### src/rtl/inst_buffer.sv
// Registered FIFO between instruction fetch and decode. It absorbs decode stalls and
// drops all buffered instructions on flush. Reset also clears the storage.
module inst_buffer #(
    parameter int DEPTH      = 4,
    parameter int DATA_WIDTH = 32
) (
    input  logic                       clk,
    input  logic                       rst,
    input  logic                       flush,
    input  logic                       in_valid,
    output logic                       in_ready,
    input  logic [DATA_WIDTH-1:0]      in_vaddr,
    input  logic [DATA_WIDTH-1:0]      in_inst,
    output logic                       out_valid,
    input  logic                       out_ready,
    output logic [DATA_WIDTH-1:0]      out_vaddr,
    output logic [DATA_WIDTH-1:0]      out_inst,
    output logic [$clog2(DEPTH):0]     count
);

    localparam int PTR_W = $clog2(DEPTH);
    localparam int CNT_W = PTR_W + 1;

    logic [DATA_WIDTH-1:0] vaddr_mem_r [DEPTH];
    logic [DATA_WIDTH-1:0] inst_mem_r  [DEPTH];
    logic [PTR_W-1:0]      rd_ptr_r;
    logic [PTR_W-1:0]      wr_ptr_r;
    logic [CNT_W-1:0]      count_r;
    logic                  full_s;
    logic                  empty_s;
    logic                  push_s;
    logic                  pop_s;

    // Full/empty come straight from the occupancy register, so ready never
    // depends on out_ready and a full buffer cannot pass a beat through.
    assign full_s    = (count_r == CNT_W'(DEPTH));
    assign empty_s   = (count_r == CNT_W'(0));
    assign push_s    = in_valid & ~full_s;
    assign pop_s     = out_ready & ~empty_s;

    assign in_ready  = ~full_s;
    assign out_valid = ~empty_s;
    assign count     = count_r;
    assign out_vaddr = vaddr_mem_r[rd_ptr_r];
    assign out_inst  = inst_mem_r[rd_ptr_r];

    // Pointer and occupancy update; reset and flush discard any same-cycle push/pop.
    always_ff @(posedge clk) begin
        if (rst || flush) begin
            rd_ptr_r <= PTR_W'(0);
            wr_ptr_r <= PTR_W'(0);
            count_r  <= CNT_W'(0);
        end else begin
            if (push_s) begin
                wr_ptr_r <= wr_ptr_r + PTR_W'(1);
            end
            if (pop_s) begin
                rd_ptr_r <= rd_ptr_r + PTR_W'(1);
            end
            case ({push_s, pop_s})
                2'b10:   count_r <= count_r + CNT_W'(1);
                2'b01:   count_r <= count_r - CNT_W'(1);
                default: count_r <= count_r;
            endcase
        end
    end

    // Entry storage; only reset clears it, a flush leaves stale data behind the pointers.
    always_ff @(posedge clk) begin
        if (rst) begin
            for (int i = 0; i < DEPTH; i++) begin
                vaddr_mem_r[i] <= '0;
                inst_mem_r[i]  <= '0;
            end
        end else if (push_s && !flush) begin
            vaddr_mem_r[wr_ptr_r] <= in_vaddr;
            inst_mem_r[wr_ptr_r]  <= in_inst;
        end
    end

endmodule

### config.mk
export PLATFORM = sky130hd
export DESIGN_NAME = inst_buffer
export DESIGN_NICKNAME = d
export VERILOG_FILES = /design/src/rtl/inst_buffer.sv
export SDC_FILE = /design/constraint.sdc
export NUM_CORES = 1
export LEC_CHECK = 0
export ABC_AREA = 1
export BUFFER_PORTS_ARGS = -buffer_cell sky130_fd_sc_hd__buf_2
export CAP_MARGIN = 5
export CORE_MARGIN = 1.5
export CORE_UTILIZATION = 55
export DETAILED_ROUTE_END_ITERATION = 12
export PLACE_DENSITY = 0.8
export RECOVER_POWER = 50
export REMOVE_ABC_BUFFERS = 1
export SYNTH_ARGS = -nofsm -noshare
export SYNTH_HDL_FRONTEND = slang
export SYNTH_SLANG_ARGS = --single-unit
### constraint.sdc
create_clock -name clk -period 7.21 [get_ports clk]
set_input_delay 0.721 -clock clk [delete_from_list [all_inputs] [get_ports clk]]
set_output_delay 0.721 -clock clk [all_outputs]
set_load 0.03 [all_outputs]
---- Word level (Yosys, flattened, before mapping) ----
Memory sizes are Yosys's and may differ from the RTL's. A register that Yosys moved wholly into a read port is not among the register bits.
Cells that the tools add are included.
operators by class
  reductions and logical operators ........ 7
  mux-type cells .......................... 16
  equality and inequality tests ........... 3
  $add $sub $neg .......................... 4
  bitwise operators ....................... 4
operator list
  operator               number
  $mux W32               2
  $reduce_or A32 Y1      2
  $mux W2                6
  $mux W1                7
  $pmux W3 S2            1
  $add A2 B1 Y2 const B  2
  $add A3 B1 Y3 const B  1
  $eq A3 B3 Y1 const B   1
  $logic_not A3 Y1       1
  $sub A3 B1 Y3 const B  1
  $and A1 B1 Y1          2
  $eq A2 B1 Y1 const B   1
  $eq A2 B2 Y1 const B   1
  $not A1 Y1             2
  $reduce_bool A2 Y1     1
  $logic_and A1 B1 Y1    1
  $logic_not A1 Y1       1
  $logic_or A1 B1 Y1     1
word-level totals
  memories kept ........................... 2
  bits in writable memories ............... 256
  logic and storage cells ................. 39
  bits of input ports ..................... 69
  output and inout bits ................... 69
  register bits after elaboration ......... 7
memories
  memory       words  bits a word  read ports  clocked after memory_dff  wr ports  RTL line  source
  inst_mem_r   4      32           1           1                         4         25        logic [DATA_WIDTH-1:0] inst_mem_r [DEPTH];
  vaddr_mem_r  4      32           1           1                         4         24        logic [DATA_WIDTH-1:0] vaddr_mem_r [DEPTH];

---- Logic depth before layout (Yosys ltp) ----
Gate-level depths: netlist of run 1.
  depth after elaboration ................. 9
  gate-level depth with buffers ........... 13
  depth with buffers taken out ............ 13

---- Worst setup path after synthesis of run 1 ----
Ideal clock, no wire load.
  path kind ............................... input to register
  start ................................... in rst
  end ..................................... mem inst_mem_r[2][0] (enable)
  library setup time ...................... 424 ps
  arrival time ............................ 2,768 ps
  stages .................................. 6
  required time ........................... 6,786 ps
  path buffers ............................ 1
  path slack .............................. 4,018 ps
  cells stage by stage .................... inv_1 > nand2_2 > nor2_8 > nand2_4 > buf_2 > nand2_1
RTL lines
  what         RTL line  source
  from (decl)  8         input logic rst,
  to (decl)    25

==> results of run 1 <==
flip-flops by register name (all words and copies together), names as in the netlist, named ones only:
name and flops:
wr_ptr_r 2, rd_ptr_r 2, inst_mem_r 128, count 3, vaddr_mem_r 128
through the flow:
step / setup WS [ps] / total power [mW]
finish: 2840 / 3.49
global route: 2570 / 3.58
CTS: 3440 / 3.50
detailed placement: 3260 / 2.10
global placement: 3310 / 2.09
floorplan: 1720 / 1.99
cell families (layout without fill, tap and decap cells):
| group | Yosys count | after routing | synth area share (%) |
|---|---|---|---|
| AND/OR/NAND/NOR | 427 | 427 | 14.9 |
| flip-flops | 265 | 265 | 69.1 |
| AO/OA/AOI/OAI | 199 | 199 | 9.45 |
| buffers and inverters | 179 | 301 | 6.31 |
| adder cells (fa/ha/maj) | 2 | 2 | 0.286 |
| other | 0 | 1 | 0 |
worst max path at each step:
stage | start | to | slack (ps)
finish | rst | inst_mem_r[2][29] | 2840
global route | count[0] | inst_mem_r[2][9] | 2570
detailed placement | rst | inst_mem_r[0][10] | 3260
floorplan | flip-flop | out_inst[0] | 1720
CTS | flip-flop | out_vaddr[7] | 3440
global placement | rst | inst_mem_r[0][0] | 3310
placed cells by master (no fill, tap or decap):
master	count
ha_1	1
clkbuf_1	9
clkinv_2	4
buf_2	132
nand3_1	6
o22ai_1	64
a21oi_1	5
buf_4	4
clkinv_1	7
nor2_8	1
edfxtp_1	256
nand2_4	4
inv_4	1
nand2_2	2
inv_2	1
clkbuf_16	27
nor3_1	21
inv_6	1
bufinv_16	5
diode_2	1
nor2_1	331
dfxtp_4	1
o21ai_0	130
inv_1	110
dfxtp_2	1
fa_1	1
nand2_1	62
dfxtp_1	7
layer usage:
metal / global-route usage [%] / vias up / part of all wire, %
li1: - / 3831 / -
met1: 31.8 / 3983 / 40
met2: 42.8 / 388 / 51
met3: 3.32 / 47 / 7.7
met4: 7.70 / 0 / 2.0
met5: 0 / - / 0
power by group through the flow:
stage                     combinational (mW)  sequential (mW)  clock [mW]
after floorplan                        0.175             1.81           0
after global placement                 0.280             1.81           0
after detailed placement               0.285             1.81           0
after CTS                              0.288             1.78        1.43
after global routing                   0.307             1.79        1.49
final                                  0.284             1.78        1.42
area by class of cell:
| class | instances | share of cell area [%] |
|---|---|---|
| Clock buffer | 31 | 5.30 |
| Sequential cell | 265 | 60.4 |
| Multi-Input combinational cell | 628 | 21.4 |
| Inverter | 112 | 3.24 |
| Tap cell | 270 | 2.59 |
| Antenna cell | 1 | 0.0192 |
| Timing Repair Buffer | 141 | 5.44 |
| Clock inverter | 17 | 1.57 |
==> summary.md, run 1 <==
| Metric | Value |
|---|---|
| Status | complete, but fails checks |
| Violated checks | capacitance limit, slew limit |
| Clk Latency, worst-skew pair | 520 ps |
| Int Pwr | 2.69 mW |
| First drt pass iteration count | 5 |
| Flop pwr share | 51.1% |
| Worst Hold Path EP | count[0] |
| Num rows | 52 |
| Max Buffers Root-to-Sink | 3 |
| H-tree levels | 1 |
| CTS tree | built |
| CP max FO | 64 |
| Top-area cell type share of the netlist area | 67.5% |
| Largest delay share family, worst path | simple AND/OR/NAND/NOR gates |
| Crit end category | flip-flop |
| Largest net degree at the start of global routing | 129 |
| Die height | 147 µm |
| Setup TNS | 0 ps |
| Vias in the first global route | 8,334 |
| WP data arrival | 4510 ps |
| Mapped Area | 11,400 µm² |
| Starting DRT DRC Count | 905 |
| Worst setup path category | input pin to flip-flop |
| Seq/Total Area, Yosys | 69.1% |
| Lkg Pwr | 5.61 nW |
| Synthesis Warnings | 0 |
| Yosys reg bits | 265 |
| Final hold vios | 0 |
| Register area | 7870 µm² |
| Synthesized area per cell | 10.6 µm² |
| Fin nets | 1,245 |
| Crit share post-route | 60.7% |
| Cell taking the most area after synthesis | edfxtp_1 |
| Fraction of layout cells with a size suffix above 1 | 15.4% |
| Non-filler cells, final | 1,465 |
| GRT Total Usage | 24.4% |
| Leading post-synthesis cells by cell area | edfxtp_1, nor2_1, o21ai_0 |
| Clock transition at the registers of the reported paths | 60 ps |
| CP required | 7350 ps |
| Critical R2R Launch | count[0] |
| Startpoint Class | input pin |
| Finished Core Util | 64.2% |
| Clk_skew | 5.68 ps |
| Post-cts sizing count | 0 |
| RSZ-0062 raised after global routing | no |
| First-pass GRT wire length | 41,600 µm |
| Area taken by multi-input logic gates | 2800 µm² |
| Worst-case hold slack | 497 ps |
| Post-CTS Hold Buffers | 0 |
| CP most frequent cell | nand2_1 |
| Initial core utilization | 56.1% |
| Via/cell ratio | 5.63 |
| Placer Congestion | 0.795 |
| I/O pins | 138 |
| Final HPWL DP | 13,800 µm |
| Buf+Inv Stages, Crit Path | 2 |
| CTS Sinks | 265 |
| Placed insts | 1,416 |
| Post-synth EDFFs | 256 |
| Commonest cells in the netlist | nor2_1, edfxtp_1, o21ai_0 |
| Hold Crit Depth | 1 |
| Maximum vdd ir drop | 0.232 mV |
| Setup bufs post-CTS | 0 |
| Wirelength per Cell | 18.1 µm |
| Slew headroom | -115% |
| R2R depth | 6 |
| Mapped Cells | 1,072 |
| Clock power share | 40.8% |
| Sw Pwr | 0.799 mW |
| Post-synthesis async set-or-reset flop share | 0% |
| Switch share | 22.9% |
| IO Port Bufs | 137 |
| Die width | 147 µm |
| R2R setup slack | 2880 ps |
| Critical Path Slowest Stage Cell | nand2_4 |
| Vias | 8,249 |
| Cts bufs inserted | 26 |
| Gate power share | 8.1% |
| Tightest Pin Transition | 3210 ps |
| Fin crit period | 4370 ps |
| CP Cell Sequence | buf_2 -> inv_1 -> nand2_1 -> nor2_8 -> nand2_1 -> nand2_4 |
| Most used standard cell by instance count after synthesis | nor2_1 |
| Post-DRT Antenna Nets | 0 |
| Largest stage delay, worst path | 1290 ps |
| Area grow syn2layout | 14.5% |
| Max cap viols | 3 |
| Hold Crit Class | flip-flop to flip-flop |
| Logic depth of the worst path, buffers included | 6 |
| Power Dens Cells | 268 nW/µm² |
| Hold_sp | count[0] |
| Library cells used by synthesis | 20 |
| Grt ovf | 0 |
| Initial antenna violation count | 0 |
| Die Footprint | 21,600 µm² |
| Top achievable clock speed | 229 MHz |
| DRC viols | 0 |
| FILL cells | 1,562 |
| Finished Cell Area | 13,000 µm² |
| Placement Cell Area | 12,200 µm² |
| Post-synth top flop | edfxtp_1 |
| Clock root buffer | clkbuf_16 |
| # setup viols final | 0 |
| Final Slew Violations | 157 |
| Core area | 20,300 µm² |
| Routed wire length | 26,600 µm |
| FF-to-FF End | inst_mem_r[2][29] |
Power figures use the tool's default switching activity.
==> run 2, diff against run 1 <==
--- a/config.mk
+++ b/config.mk
@@ -9,9 +9,9 @@
 export BUFFER_PORTS_ARGS = -buffer_cell sky130_fd_sc_hd__buf_2
 export CAP_MARGIN = 5
 export CORE_MARGIN = 1.5
-export CORE_UTILIZATION = 55
+export CORE_UTILIZATION = 52
 export DETAILED_ROUTE_END_ITERATION = 12
-export PLACE_DENSITY = 0.8
+export PLACE_DENSITY = 0.79
 export RECOVER_POWER = 50
 export REMOVE_ABC_BUFFERS = 1
 export SYNTH_ARGS = -nofsm -noshare
==> constraint.sdc (replaced) <==
create_clock -name clk -period 3.9 [get_ports clk]
set_input_delay 0.39 -clock clk [delete_from_list [all_inputs] [get_ports clk]]
set_output_delay 0.39 -clock clk [all_outputs]
set_load 0.03 [all_outputs]
==> run 2 against run 1 <==
The run still ends with capacitance limit, slew limit left. Clock power up 62%. Sequential power up 85%. Die area up 5.6%. Register-to-register slack worse by 1800 ps. Combinational power up 87%. Critical path type is now flip-flop to output pin. Critical endpoint is now out_inst[0]. Largest power group unchanged.
==> summary.md, run 2 (synthesized netlist as in run 1, its figures left out) <==
| Metric | Value |
|---|---|
| Status | complete, but fails checks |
| Violated checks | capacitance limit, slew limit |
| Initial core utilization | 53.7% (-2.4 points) |
| Max Buffers Root-to-Sink | 3 (unchanged) |
| Die width | 151 µm (+2.8%) |
| H-tree levels | 1 (unchanged) |
| Vias in the first global route | 7,910 (-5.1%) |
| Final HPWL DP | 14,900 µm (+7.6%) |
| Clk_skew | 9.17 ps (+3.49 ps) |
| GRT Total Usage | 23.1% (-1.3 points) |
| Most frequent cells in the layout | nor2_1, edfxtp_1, buf_2 |
| Most common cell after layout, fill and taps aside | nor2_1 |
| First-pass GRT wire length | 40,200 µm (-3.4%) |
| Final hold vios | 0 (unchanged) |
| Largest delay share family, worst path | buffers and inverters |
| RSZ-0062 raised after global routing | no |
| Lkg Pwr | 5.60 nW (-0.28%) |
| Largest stage delay, worst path | 750 ps (-540 ps) |
| Fraction of layout cells with a size suffix above 1 | 15.7% (+0.27 points) |
| DRC viols | 0 (unchanged) |
| Gate power share | 8.7% (+0.6 points) |
| Non-filler cells, final | 1,474 (+0.61%) |
| # setup viols final | 0 (unchanged) |
| Flop pwr share | 53.8% (+2.7 points) |
| Clock power share | 37.5% (-3.3 points) |
| Final Slew Violations | 107 (-32%) |
| Buf+Inv Stages, Crit Path | 2 (unchanged) |
| Hold Crit Class | input pin to flip-flop |
| Core area | 21,200 µm² (+4.5%) |
| Crit share post-route | 81.9% |
| CTS tree | built |
| Placer Congestion | 0.761 (-4.3%) |
| Vias | 8,167 (-0.99%) |
| Via/cell ratio | 5.54 (-1.6%) |
| Power Dens Cells | 471 nW/µm² (+76%) |
| Worst setup path category | flip-flop to output pin |
| Post-cts sizing count | 0 (unchanged) |
| Top achievable clock speed | 313 MHz |
| Num rows | 53 (+1.9%) |
| Fin nets | 1,254 (+0.72%) |
| N_diodes | 0 (-1) |
| CP Cell Sequence | buf_4 -> o21ai_0 -> o22ai_1 -> buf_2 |
| Setup TNS | 0 ps (unchanged) |
| Initial antenna violation count | 0 (unchanged) |
| Max cap viols | 2 (-1) |
| CP required | 3510 ps (-3840 ps) |
| Int Pwr | 4.68 mW (+74%) |
| Clock transition at the registers of the reported paths | 60 ps (about the same) |
| Largest net degree at the start of global routing | 70 (-46%) |
| WP data arrival | 2800 ps (-1710 ps) |
| Crit end category | output pin |
| Switch share | 23.5% (+0.60 points) |
| Setup bufs post-CTS | 0 (unchanged) |
| CP max FO | 69 (+7.8%) |
| Clk Latency, worst-skew pair | 520 ps (about the same) |
| CTS Sinks | 265 (unchanged) |
| I/O pins | 138 (unchanged) |
| Critical Path Slowest Stage Cell | dfxtp_4 |
| Clock root buffer | clkbuf_16 |
| First drt pass iteration count | 7 (+2) |
| IO Port Bufs | 137 (unchanged) |
| Grt ovf | 0 (unchanged) |
| Fin crit period | 3190 ps |
| Sw Pwr | 1.44 mW (+80%) |
| Routed wire length | 26,400 µm (-0.74%) |
| Startpoint Class | flip-flop |
| Post-DRT Antenna Nets | 0 (unchanged) |
| Wirelength per Cell | 17.9 µm (-1.3%) |
| Placed insts | 1,431 (+1.1%) |
| Maximum vdd ir drop | 0.311 mV (+34%) |
| Cts bufs inserted | 25 (-3.8%) |
| Tightest Pin Transition | 1910 ps (-1300 ps) |
| Die Footprint | 22,800 µm² (+5.6%) |
| Starting DRT DRC Count | 754 (-17%) |
| Overall power | 6.12 mW (+75%) |
| Post-CTS Hold Buffers | 0 (unchanged) |
| Area grow syn2layout | 14.2% |
| Die height | 151 µm (+2.8%) |
| Slew headroom | -27.8% (+87 points) |
==> run 2: metal layers <==
metal / vias to the layer above / share of wire [%] / global-route usage [%]
met2: 356 / 50 / 39.4
met3: 52 / 7.5 / 3.31
li1: 3844 / - / -
met5: - / 0 / 0
met1: 3915 / 40 / 30.5
met4: 0 / 2.5 / 8.11
==> run 2: worst paths after layout <==
kind / from / end / slack, ps / depth (start not counted)
setup / recovery: flip-flop / out_inst[0] / 710 / 4
hold / removal: in_valid / wr_ptr_r[0] / 180 / 3
setup reg to reg: count[0] / inst_mem_r[2][21] / 1060 / 7
hold reg to reg: rd_ptr_r[1] / flip-flop / 510 / 2
==> run 2: worst reg2reg max path: stages, from the launching register on <==
cell	delay [ps]
dfxtp_1	380
nor2_1	110
nand2_4	90
nand2_1	190
nor2_8	350
nand2_1	160
nand2_2	970
buf_12	290
==> run 2: cell type report <==
cell class                      instances  area, µm²
Clock buffer                           28        637
Tap cell                              275        344
Fill cell                            1765       8220
Inverter                              112        423
Multi-Input combinational cell        628       2800
Sequential cell                       265       7870
Clock inverter                         15        116
Timing Repair Buffer                  151        810
==> run 2: through the flow <==
step	setup slack [ps]	utilization (%)	hold WS (ps)	area (µm²)
after floorplan	-1260	-	466	11100
after global placement	1160	58.0	470	12300
after detailed placement	1140	58.0	504	12300
after CTS	696	61.5	177	13100
after global routing	559	61.3	191	13000
final	708	61.3	179	13000
==> run 2: power groups by stage <==
stage          Clock, mW  Sequential (mW)  Combinational, mW
3_3_place_gp           0             3.35              0.531
4_1_cts             2.30             3.29              0.541
5_1_grt             2.40             3.30              0.575
2_1_floorplan          0             3.35              0.324
6_report            2.30             3.29              0.532
3_5_place_dp           0             3.35              0.538
